===== src/rtl/rv_mem_arbiter.sv =====
// Three-way arbiter for one single-port memory: core fetch, core load/store and debug/loader.
// Grants are combinational from the current requests; read data returns one cycle after the grant.
module rv_mem_arbiter #(
  parameter int unsigned AW         = 12,
  parameter int unsigned DW         = 32,
  parameter int unsigned STARVE_MAX = 4
) (
  input  logic            clk,
  input  logic            rst_n,
  input  logic            if_req,
  input  logic [AW-1:0]   if_addr,
  output logic            if_gnt,
  output logic            if_rvalid,
  output logic [DW-1:0]   if_rdata,
  input  logic            ls_req,
  input  logic            ls_we,
  input  logic [DW/8-1:0] ls_wstrb,
  input  logic [AW-1:0]   ls_addr,
  input  logic [DW-1:0]   ls_wdata,
  output logic            ls_gnt,
  output logic            ls_rvalid,
  output logic [DW-1:0]   ls_rdata,
  input  logic            dbg_req,
  input  logic            dbg_we,
  input  logic            dbg_lock,
  input  logic [AW-1:0]   dbg_addr,
  input  logic [DW-1:0]   dbg_wdata,
  output logic            dbg_gnt,
  output logic            dbg_rvalid,
  output logic [DW-1:0]   dbg_rdata,
  output logic            mem_ce,
  output logic            mem_we,
  output logic [DW/8-1:0] mem_wstrb,
  output logic [AW-1:0]   mem_addr,
  output logic [DW-1:0]   mem_wdata,
  input  logic [DW-1:0]   mem_rdata,
  output logic            locked
);

  localparam int unsigned SW = DW / 8;
  localparam int unsigned CW = $clog2(STARVE_MAX + 1);

  typedef enum logic [1:0] {OWN_NONE, OWN_IF, OWN_LS, OWN_DBG} owner_e;

  logic          lock_q, lock_d;
  logic          rr_ls_last_q, rr_ls_last_d;
  logic [CW-1:0] starve_cnt_q, starve_cnt_d;
  owner_e        resp_owner_q, resp_owner_d;

  logic core_req_c, pick_ls_c;
  logic gnt_if_c, gnt_ls_c, gnt_dbg_c;

  // Grant selection; nothing is granted while reset is held.
  always_comb begin
    gnt_if_c   = 1'b0;
    gnt_ls_c   = 1'b0;
    gnt_dbg_c  = 1'b0;
    core_req_c = if_req | ls_req;
    pick_ls_c  = ls_req & (~if_req | ~rr_ls_last_q);
    if (rst_n) begin
      if (lock_q) begin
        gnt_dbg_c = dbg_req;
      end else if ((starve_cnt_q == CW'(STARVE_MAX)) && core_req_c) begin
        gnt_ls_c = pick_ls_c;
        gnt_if_c = ~pick_ls_c;
      end else if (dbg_req) begin
        gnt_dbg_c = 1'b1;
      end else if (core_req_c) begin
        gnt_ls_c = pick_ls_c;
        gnt_if_c = ~pick_ls_c;
      end
    end
  end

  // Next state for lock, fairness, starvation counter and response owner.
  always_comb begin
    lock_d       = lock_q;
    rr_ls_last_d = rr_ls_last_q;
    starve_cnt_d = starve_cnt_q;
    resp_owner_d = OWN_NONE;

    lock_d = lock_q ? dbg_lock : (gnt_dbg_c & dbg_lock);

    if (gnt_ls_c) rr_ls_last_d = 1'b1;
    if (gnt_if_c) rr_ls_last_d = 1'b0;

    if (gnt_if_c || gnt_ls_c || !core_req_c) begin
      starve_cnt_d = '0;
    end else if (gnt_dbg_c && !lock_q && (starve_cnt_q != CW'(STARVE_MAX))) begin
      starve_cnt_d = starve_cnt_q + CW'(1);
    end

    if (gnt_if_c)                 resp_owner_d = OWN_IF;
    else if (gnt_ls_c && !ls_we)  resp_owner_d = OWN_LS;
    else if (gnt_dbg_c && !dbg_we) resp_owner_d = OWN_DBG;
  end

  always_ff @(posedge clk or negedge rst_n) begin
    if (!rst_n) begin
      lock_q       <= 1'b0;
      rr_ls_last_q <= 1'b0;
      starve_cnt_q <= '0;
      resp_owner_q <= OWN_NONE;
    end else begin
      lock_q       <= lock_d;
      rr_ls_last_q <= rr_ls_last_d;
      starve_cnt_q <= starve_cnt_d;
      resp_owner_q <= resp_owner_d;
    end
  end

  // Memory port mux from the winner.
  always_comb begin
    mem_ce    = gnt_if_c | gnt_ls_c | gnt_dbg_c;
    mem_we    = 1'b0;
    mem_wstrb = '0;
    mem_addr  = '0;
    mem_wdata = '0;
    if (gnt_if_c) begin
      mem_addr = if_addr;
    end else if (gnt_ls_c) begin
      mem_we    = ls_we;
      mem_wstrb = ls_wstrb;
      mem_addr  = ls_addr;
      mem_wdata = ls_wdata;
    end else if (gnt_dbg_c) begin
      mem_we    = dbg_we;
      mem_wstrb = {SW{1'b1}};
      mem_addr  = dbg_addr;
      mem_wdata = dbg_wdata;
    end
  end

  assign if_gnt     = gnt_if_c;
  assign ls_gnt     = gnt_ls_c;
  assign dbg_gnt    = gnt_dbg_c;
  assign if_rvalid  = (resp_owner_q == OWN_IF);
  assign ls_rvalid  = (resp_owner_q == OWN_LS);
  assign dbg_rvalid = (resp_owner_q == OWN_DBG);
  assign if_rdata   = mem_rdata;
  assign ls_rdata   = mem_rdata;
  assign dbg_rdata  = mem_rdata;
  assign locked     = lock_q;

endmodule

===== config.mk =====
export PLATFORM = sky130hd
export DESIGN_NAME = rv_mem_arbiter
export DESIGN_NICKNAME = d
export VERILOG_FILES = /design/src/rtl/rv_mem_arbiter.sv
export SDC_FILE = /design/constraint.sdc
export NUM_CORES = 1
export LEC_CHECK = 0
export ABC_AREA = 1
export BUFFER_PORTS_ARGS = -buffer_cell sky130_fd_sc_hd__buf_4
export CAP_MARGIN = 5
export CORE_AREA = 2 2 114 116
export CTS_BUF_LIST = sky130_fd_sc_hd__clkbuf_4 sky130_fd_sc_hd__clkbuf_8
export CTS_CLUSTER_DIAMETER = 40
export CTS_CLUSTER_SIZE = 30
export DETAILED_ROUTE_END_ITERATION = 16
export DIE_AREA = 0 0 116 118
export GPL_TIMING_DRIVEN = 0
export PLACE_DENSITY = 0.57
export REMOVE_ABC_BUFFERS = 1
export SYNTH_ARGS = -nofsm -noshare
export SYNTH_HDL_FRONTEND = slang
export SYNTH_SLANG_ARGS = --single-unit

===== constraint.sdc =====
create_clock -name clk -period 1.9 [get_ports clk]
set_input_delay 0.095 -clock clk [delete_from_list [all_inputs] [get_ports clk]]
set_output_delay 0.095 -clock clk [all_outputs]
set_load 0.01 [all_outputs]

==> results of run 1 <==
==> flip-flops by register name, summed over array words and instances (netlist names) <==
| signal | flops |
|---|---|
| locked | 1 |
| rr_ls_last_q | 1 |
| resp_owner_q | 2 |
| starve_cnt_q | 3 |
==> path summary, 6_finish.rpt <==
path	slack, ns	to	cells after the start	startpoint
min in group asynchronous	0.33	starve_cnt_q[2]	2	rst_n
max in group asynchronous	1.31	resp_owner_q[1]	2	rst_n
min	0.07	resp_owner_q[1]	2	ls_we
max reg2reg	0.36	starve_cnt_q[0]	11	starve_cnt_q[1]
min reg2reg	0.51	rr_ls_last_q	2	rr_ls_last_q
max	0.11	mem_wdata[27]	12	starve_cnt_q[1]
==> through the flow <==
| stage | std cells | area (um2) | setup TNS [ns] |
|---|---|---|---|
| 6_report | 580 | 2950 | 0 |
| 2_1_floorplan | 220 | 1160 | 0 |
| 3_5_place_dp | 560 | 2640 | -15.91 |
| 3_3_place_gp | 560 | 2640 | -13.52 |
| 4_1_cts | 575 | 2900 | 0 |
| 5_1_grt | 580 | 2950 | -0.00252 |
==> final cells by class <==
cell class	instances	area share (%)
clock buffer	4	1.66
sequential	7	5.94
tap	172	7.30
multi-input combinational	196	32.7
inverter	17	3.14
timing repair buffer	181	47.6
timing repair inverter	3	1.70
==> where the power goes <==
part,internal [mW],switching [mW]
Clock,0.159,0.0626
Combinational,0.339,0.286
Sequential,0.166,0.0131
==> synthesized netlist by cell type, drive strengths merged (2+ instances only) <==
cell type  count
a21oi          2
buf          107
clkbuf         2
dfrtp          7
ha             2
inv           17
nand2        136
nand3         28
nand4         12
nor2          10
o21ai          2
==> what timing repair did <==
| action | 4_1_cts | 5_1_grt |
|---|---|---|
| pin swaps | 3 | 3 |
| gates resized for setup | 20 | 2 |
| gates cloned | 3 | 0 |
| endpoints found under the setup margin | 58 | 51 |
| endpoints found under the hold margin | 7 | 0 |
| hold buffers | 1 | 0 |
| setup buffers | 7 | 5 |
==> cells by family after synthesis <==
family | count (synthesis)
compound gates | 7
xor+xnor | 1
fa+ha+maj | 2
buf+inv | 126
flops | 7
simple gates | 186
==> routing by layer <==
layer,vias up,track usage (%)
li1,1082,-
met1,1028,16.5
met2,199,20.9
met3,10,13.2
met4,2,1.93
met5,-,4.71
==> cells in the final DEF, fill, tap and decap left out, types with 2 or more instances in the layout <==
cell type	n
nor2_4	2
clkbuf_8	3
nand2_1	111
nand3_1	27
nand2_4	2
buf_12	3
inv_12	2
nand2_2	22
inv_2	3
dfrtp_1	7
buf_4	176
nor2_1	8
ha_1	2
inv_1	11
nand4_1	12
o21ai_0	2
==> metrics.md, run 1 <==
| Metric | Value |
|---|---|
| Drt drc | 0 |
| Buf+Inv Stages, Crit Path | 5 |
| Clock latency on the worst-skew pair | 0.22 ns |
| Sequential standard cell area | 175 um2 |
| Worst hold path type | in2reg |
| Ys async rst share | 100% |
| DRT Pass-1 Iters | 5 |
| Clk sink count | 7 |
| Post-Route WL | 10.7 mm |
| Max Used Layer | met5 |
| # setup viols final | 0 |
| Max_slew headroom | 76.7% |
| TritonCTS clock tree | yes |
| Antenna Violating Nets Remaining | 0 |
| Mapped cell area | 1990 um2 |
| Synthesized flop and latch total | 7 |
| Rows | 41 |
| Gr usage total | 14.7% |
| Die area | 13700 um2 |
| Dpl hpwl | 8.52 mm |
| Crit Path Class | reg2out |
| Fin crit share | 94.2% |
| Antenna violations before repair | 0 |
| Via density | 4.00 |
| Post-synth EDFFs | 0 |
| Crit-path slowest cell | dfrtp_1 |
| Initial Utilization | 16.0% |
| DP Worst Slack | -0.615 ns |
| Max-slew violations | 0 |
| Top delay family on crit path | buffers and inverters |
| Compound-Gate Fraction of Synth Area | 2.07% |
| Largest family of logic cells by synthesized area | buffers and inverters |
| Top FF cell, synth | dfrtp_1 |
| Clk slew on worst S/H paths | 0.04 ns |
| Die Height | 118 um |
| Post-synth cell types | 24 |
| CTS root buf | clkbuf_8 |
| Yosys top cell area share | 36.2% |
| Adder-Cell Fraction of Synth Area | 1.26% |
| Syn_area_per_cell | 6.05 um2 |
| Mapped Cells | 329 |
| Startpoint types | flip-flop |
| Sequential area share after synthesis | 8.79% |
| Max Root-Sink Buffers | 2 |
| Final Hold Fails | 0 |
| Top cells by area, synth | buf_4 (36%), nand2_1 (21%), dfrtp_1 (8.8%) |
| PwrDens | 348 nW/um2 |
| Number of inserted diodes | 0 |
| Filler Cell Count | 1416 |
| CP arrival | 1.69 ns |
| Fraction of layout cells with a size suffix above 1 | 54.4% |
| Worst Clk Skew | 0.00250 ns |
| Layout Nets | 555 |
| Routed length on met1 | 3.94 mm |
| Type of element capturing the critical path | primary output |
| Setup ws final | 0.111 ns |
| First-pass GRT wire length | 14.6 mm |
| Met3 wire length | 2.03 mm |
| Routed WL per cell | 18.5 um |
| Grt ovf | 0 |
| Least-Margin Pin Slew | 0.348 ns |
| Max FO, Critical Path | 9 |
| Yosys Warn Count | 0 |
| Xor/xnor share of the synthesized area | 0.440% |
| Run status | completed |
| Req. time, crit path | 1.80 ns |
| Mux contribution to synthesized area | 0% |
| Final hold slack | 0.0667 ns |
| Core area | 12400 um2 |
| Vias in the first global route | 2205 |
| DRT iter0 DRCs | 127 |
| Post-layout util | 23.7% |
| Die Wd | 116 um |
| Leading area contributor after synthesis | buf_4 |
| # IOs | 297 |
| Largest net degree at the start of global routing | 24 |
| Leak Pwr | 1.64 nW |
| Vias | 2321 |
| Simple-gate area share of the yosys netlist | 42.6% |
| Synth-to-layout area growth | 48.0% |
| Most frequent cell on the critical path | nand2_1 |
| Max Cap Violations | 0 |
| Port bufs | 168 |
| Placer Congestion | 0.913 |
| Multi-input logic area | 963 um2 |
| Pwr Total | 1.03 mW |
| Worst stage delay on the critical path | 0.39 ns |
| H-Tree Depth | 1 |
| Achievable Freq | 559 MHz |
| CP Cell Sequence | inv_1 > ha_1 > nand2_2 > inv_2 > nand2_4 > nand2_8 > nand3_4 > buf_12 > inv_6 > nand2_1 > nand2_1 > buf_4 |
| Peak supply drop | 0.163 mV |
| Met2 Wirelength | 4.68 mm |
| CTS Buf Count | 3 |
| Tmin final | 1.79 ns |
No activity file was read; power rests on OpenSTA's default activity.
==> run 2: changes to the inputs <==
--- a/config.mk
+++ b/config.mk
@@ -17,2 +17,3 @@
 export GPL_TIMING_DRIVEN = 0
+export HOLD_SLACK_MARGIN = 0.05
 export PLACE_DENSITY = 0.57
==> constraint.sdc (replaced) <==
create_clock -name clk -period 2 [get_ports clk]
set_input_delay 0.2 -clock clk [delete_from_list [all_inputs] [get_ports clk]]
set_output_delay 0.2 -clock clk [all_outputs]
set_load 0.01 [all_outputs]
==> metrics.md, run 2 (synthesized netlist as in run 1, its figures left out) <==
| Metric | Value |
|---|---|
| Run status | completed (unchanged) |
| Commonest cells after routing, fill and taps aside | buf_4 (176), nand2_1 (111), nand3_1 (27), nand2_2 (22), nand4_1 (12) (unchanged) |
| Worst Clk Skew | 0.00250 ns (about the same) |
| Final Hold Fails | 0 (unchanged) |
| Synth-to-layout area growth | 48.1% (was 48.0%) |
| Vias in the first global route | 2205 (unchanged) |
| Max Root-Sink Buffers | 2 (unchanged) |
| # setup viols final | 0 (unchanged) |
| Max Cap Violations | 0 (unchanged) |
| Max-slew violations | 0 (unchanged) |
| Fraction of layout cells with a size suffix above 1 | 54.4% (unchanged) |
| Achievable Freq | 531 MHz |
| Least-Margin Pin Slew | 0.348 ns (unchanged) |
| Die Wd | 116 um (unchanged) |
| Clk sink count | 7 (unchanged) |
| Filler Cell Count | 1417 (was 1416) |
| # IOs | 297 (unchanged) |
| Post-Route WL | 10.7 mm (about the same) |
| Routed WL per cell | 18.5 um (about the same) |
| Most flop-heavy register | starve_cnt_q (unchanged) |
| Fin crit share | 94.1% |
| Post-DP Area | 2640 um2 (unchanged) |
| DRT iter0 DRCs | 125 (was 127) |
| Peak supply drop | 0.155 mV (was 0.163 mV) |
| Commonest non-fill, non-tap cell in the layout | buf_4 (unchanged) |
| Type of element capturing the critical path | primary output (unchanged) |
| Initial Utilization | 16.0% (unchanged) |
| Via density | 4.00 (unchanged) |
| H-Tree Depth | 1 (unchanged) |
| Largest regs | starve_cnt_q: 3 flops, resp_owner_q: 2 flops (unchanged) |
| Drt drc | 0 (unchanged) |
| Layout Nets | 555 (unchanged) |
| Max reg flops | 3 (unchanged) |
| PwrDens | 330 nW/um2 (was 348 nW/um2) |
| Die Height | 118 um (unchanged) |
| Antenna violations before repair | 0 (unchanged) |
| CTS Buf Count | 3 (unchanged) |
| Port bufs | 168 (unchanged) |
| Worst hold path type | in2reg (unchanged) |
| Clk slew on worst S/H paths | 0.04 ns (about the same) |
| Die area | 13700 um2 (unchanged) |
| Final hold slack | 0.172 ns (was 0.0667 ns) |
| Largest net degree at the start of global routing | 24 (unchanged) |
| Startpoint types | flip-flop (unchanged) |
| Antenna Violating Nets Remaining | 0 (unchanged) |
| CTS root buf | clkbuf_8 (unchanged) |
| Number of inserted diodes | 0 (unchanged) |
| Tmin final | 1.88 ns |
| Core area | 12400 um2 (unchanged) |
| Dpl hpwl | 8.52 mm (unchanged) |
| Grt ovf | 0 (unchanged) |
| First-pass GRT wire length | 14.6 mm (unchanged) |
| Max_slew headroom | 76.7% (unchanged) |
| Crit Path Class | reg2out (unchanged) |
| Rows | 41 (unchanged) |
| Req. time, crit path | 1.80 ns (about the same) |
| Gr usage total | 14.7% (unchanged) |
| Max FO, Critical Path | 12 (was 9) |
| TritonCTS clock tree | yes (unchanged) |
| CP arrival | 1.68 ns (was 1.69 ns) |
| Placer Congestion | 0.913 (unchanged) |
| Clock latency on the worst-skew pair | 0.22 ns (about the same) |
| Vias | 2321 (unchanged) |
| DRT Pass-1 Iters | 5 (unchanged) |
| Leak Pwr | 1.65 nW (was 1.64 nW) |
| RSZ-0062 raised after global routing | false |
| Design area | 2950 um2 (about the same) |
[run 2: power breakdown]
part	internal, mW	switching (mW)	leakage [nW]
registers	0.158	0.0125	0.0921
clock network	0.151	0.0595	0.0262
logic	0.322	0.272	1.53
[run 2: worst paths after layout]
check,start,endpoint,slack (ns),cells after the start
worst max-delay path,starve_cnt_q[1],mem_addr[7],0.12,9
worst min-delay path,ls_we,resp_owner_q[1],0.17,2
worst max register to register,starve_cnt_q[1],starve_cnt_q[0],0.46,11
worst min register to register,rr_ls_last_q,rr_ls_last_q,0.51,2
max in group asynchronous,rst_n,resp_owner_q[1],1.31,2
min in group asynchronous,rst_n,starve_cnt_q[2],0.44,2
[run 2: repair_timing]
item                       in CTS  in global routing
resized for setup              20                  3
buffers inserted                7                  5
cloned                          3                  0
hold endpoints to repair        7                  0
pin swaps                       3                  3
hold buffers                    1                  0
setup endpoints to repair      58                 51
[run 2: cell type report]
| cell class | count | area [um2] | area share (%) |
|---|---|---|---|
| clock buffer | 4 | 48.8 | 1.65 |
| timing repair inverter | 3 | 52.6 | 1.78 |
| timing repair buffer | 181 | 1400 | 47.5 |
| multi-input combinational | 196 | 963 | 32.7 |
| tap | 172 | 215 | 7.29 |
| inverter | 17 | 92.6 | 3.14 |
| sequential | 7 | 175 | 5.94 |
[run 2: critical path, cell delays in order, from the launching register on]
cell	delay [ns]
dfrtp_1	0.39
inv_1	0.06
ha_1	0.15
nand2_2	0.07
buf_4	0.14
a21oi_4	0.18
buf_12	0.16
nand3_1	0.09
nand3_1	0.09
buf_4	0.12
[run 2: layer usage]
layer,vias up,track usage [%],wire length [um]
li1,1083,-,-
met1,1031,16.5,3950
met2,197,20.9,4700
met3,8,13.2,2000
met4,2,1.93,45
met5,-,4.71,40
[run 2: metrics by stage]
stage | util (%) | std cells | power [mW] | worst slack [ns] | setup TNS, ns
floorplan | - | 220 | 0.361 | 0.203 | 0
global placement | 21.3 | 560 | 0.689 | -0.589 | -13.27
detailed placement | 21.3 | 560 | 0.698 | -0.617 | -15.67
CTS | 23.3 | 575 | 0.975 | 0.0253 | 0
global route | 23.8 | 580 | 1.05 | 0.00108 | 0
finish | 23.8 | 580 | 0.975 | 0.117 | 0
==> run 3: changes to the inputs <==
- CELL_PAD_IN_SITES_DETAIL_PLACEMENT: default -> 1
- CELL_PAD_IN_SITES_GLOBAL_PLACEMENT: default -> 2
- CORE_AREA: 2 2 114 116 -> default
- CORE_MARGIN: default -> 2
- CORE_UTILIZATION: default -> 12
- DIE_AREA: 0 0 116 118 -> default
- PLACE_DENSITY: 0.57 -> 0.92
==> metrics.md, run 3 (synthesized netlist as in run 1, its figures left out) <==
| Metric | Value |
|---|---|
| Setup slack, reg-to-reg | 0.37 ns (was 0.46 ns) |
| Achievable Freq | 507 MHz (was 531 MHz) |
| Top delay family on crit path | buffers and inverters (unchanged) |
| Max FO, Critical Path | 5 (was 12) |
| Layout Nets | 577 (was 555) |
| PwrDens | 307 nW/um2 (was 330 nW/um2) |
| Run status | completed (unchanged) |
| Grt ovf | 0 (unchanged) |
| Leak Pwr | 2.14 nW (was 1.65 nW) |
| Worst stage delay on the critical path | 0.37 ns (was 0.39 ns) |
| CTS root buf | clkbuf_8 (unchanged) |
| Commonest cells after routing, fill and taps aside | buf_4 (138), nand2_1 (61), nand2_2 (45), buf_6 (42), nand2_4 (29) (was buf_4 (176), nand2_1 (111), nand3_1 (27), nand2_2 (22), nand4_1 (12)) |
| Crit Path Class | reg2out (unchanged) |
| Port bufs | 168 (unchanged) |
| Hold path cells | 2 (unchanged) |
| Req. time, crit path | 1.80 ns (about the same) |
| Gr usage total | 14.3% (was 14.7%) |
| Drt drc | 0 (unchanged) |
| Cells on worst reg2reg path | 11 (unchanged) |
| TritonCTS clock tree | yes (unchanged) |
| Max-slew violations | 0 (unchanged) |
| Die area | 17600 um2 (was 13700 um2) |
| Fin crit share | 98.5% (was 94.1%) |
| Clk sink count | 7 (unchanged) |
| # setup viols final | 0 (unchanged) |
| Post-Route WL | 14.0 mm (was 10.7 mm) |
| Initial Utilization | 12.1% (was 16.0%) |
| Antenna violations before repair | 0 (unchanged) |
| Clk slew on worst S/H paths | 0.04 ns (about the same) |
| Via density | 3.93 (was 4.00) |
| WP depth | 12 (was 9) |
| Largest net degree at the start of global routing | 14 (was 24) |
| Dpl hpwl | 9.34 mm (was 8.52 mm) |
| Largest regs | starve_cnt_q: 3 flops, resp_owner_q: 2 flops (unchanged) |
| # IOs | 297 (unchanged) |
| Worst flop-to-flop path startpoint | starve_cnt_q[1] (unchanged) |
| Pwr Total | 1.20 mW (was 0.975 mW) |
| Routed WL per cell | 21.5 um (was 18.5 um) |
| Peak supply drop | 0.167 mV (was 0.155 mV) |
| Startpoint types | flip-flop (unchanged) |
| CP Cell Sequence | inv_1 > ha_2 > nand2_4 > inv_4 > nand2_4 > nand2_8 > nand3_4 > clkbuf_16 > inv_16 > nand2_2 > nand2_2 > buf_6 (was inv_1 > ha_1 > nand2_2 > buf_4 > a21oi_4 > buf_12 > nand3_1 > nand3_1 > buf_4) |
| Placer Congestion | 0.776 (was 0.913) |
| Most flop-heavy register | starve_cnt_q (unchanged) |
| Core area | 16400 um2 (was 12400 um2) |
| CP arrival | 1.77 ns (was 1.68 ns) |
| H-Tree Depth | 1 (unchanged) |
| Worst hold path type | in2reg (unchanged) |
| First-pass GRT wire length | 18.4 mm (was 14.6 mm) |
| Worst Clk Skew | 0.00427 ns (was 0.00250 ns) |
| Rows | 47 (was 41) |
| Max_slew headroom | 77.5% (was 76.7%) |
| Synth-to-layout area growth | 96.3% (was 48.1%) |
| DRT Pass-1 Iters | 4 (was 5) |
| Commonest non-fill, non-tap cell in the layout | buf_4 (unchanged) |
| Number of inserted diodes | 0 (unchanged) |
| Max reg flops | 3 (unchanged) |
| Die Height | 133 um (was 118 um) |
| Max Root-Sink Buffers | 2 (unchanged) |
| Buf+Inv Stages, Crit Path | 5 (was 4) |
| Tmin final | 1.97 ns (was 1.88 ns) |
| Least-Margin Pin Slew | 0.337 ns (was 0.348 ns) |
| DRT iter0 DRCs | 64 (was 125) |
| Vias in the first global route | 2680 (was 2205) |
| Clock latency on the worst-skew pair | 0.23 ns (was 0.22 ns) |
| Antenna Violating Nets Remaining | 0 (unchanged) |
| CTS Buf Count | 3 (unchanged) |
| RSZ-0062 raised after global routing | true (was false) |
| Crit-path slowest cell | dfrtp_1 (unchanged) |
| Final Hold Fails | 0 (unchanged) |
| Vias | 2557 (was 2321) |
| Post-layout util | 23.8% (about the same) |
| Fraction of layout cells with a size suffix above 1 | 72.3% (was 54.4%) |
| Max Cap Violations | 0 (unchanged) |
| Type of element capturing the critical path | primary output (unchanged) |
| Die Wd | 133 um (was 116 um) |
| Min-delay src | dbg_we (was ls_we) |
| Worst setup startpoint | starve_cnt_q[1] (unchanged) |
==> run 3: worst reg2reg max path: stages (launching register included) <==
cell	delay, ns
dfrtp_1	0.37
inv_1	0.06
ha_2	0.20
nand2_4	0.07
inv_4	0.08
nand2_4	0.07
nand2_8	0.08
nand3_4	0.10
buf_12	0.19
buf_6	0.14
nand3_1	0.10
nor2_1	0.06
==> run 3: final timing paths <==
| check | end |
|---|---|
| setup / recovery | mem_wstrb[1] |
| hold / removal | resp_owner_q[0] |
| setup reg to reg | starve_cnt_q[0] |
| hold reg to reg | rr_ls_last_q |
| max in group asynchronous | resp_owner_q[0] |
| min in group asynchronous | starve_cnt_q[2] |
==> run 3: area by class of cell <==
class	instances	area, um2
clock buffers	4	48.8
inverters	17	98.8
well taps	220	275
fillers	1952	12500
multi-input cells	197	1340
flip-flops and latches	7	175
repair buffers	193	1760
repair inverters	12	206
==> run 3: power breakdown <==
group | internal (mW) | switching, mW
Clock | 0.151 | 0.0618
Combinational | 0.430 | 0.387
Sequential | 0.158 | 0.0133
Total | 0.739 | 0.462
==> run 3: metrics by stage <==
step / setup TNS, ns / setup WS (ns) / hold slack [ns] / cells / cell area, um2
4_1_cts: -0.0622 / -0.0177 / 0.175 / 636 / 3150
5_1_grt: -1.75 / -0.0746 / 0.202 / 650 / 3910
3_3_place_gp: -22.31 / -0.785 / 0.0290 / 608 / 2700
6_report: 0 / 0.0293 / 0.186 / 650 / 3910
2_1_floorplan: 0 / 0.203 / -0.0956 / 220 / 1160
3_5_place_dp: -24.14 / -0.852 / 0.0292 / 608 / 2700
==> run 3: layer usage <==
metal  global-route usage (%)  vias to the layer above  wire length, um
li1                         -                     1136                -
met1                     17.8                     1211             5750
met2                     20.4                      194             6070
met3                     9.77                       12             1940
met4                     1.02                        4               81
met5                     6.94                        -              123
==> run 3: what timing repair did <==
item                       in CTS  in global routing
hold buffers                    1                  0
gates resized for setup        33                148
setup buffers                  14                  9
setup endpoints to repair      58                 52
pin swaps                       5                 29
gates cloned                    9                  5
hold endpoints to repair        7                  0
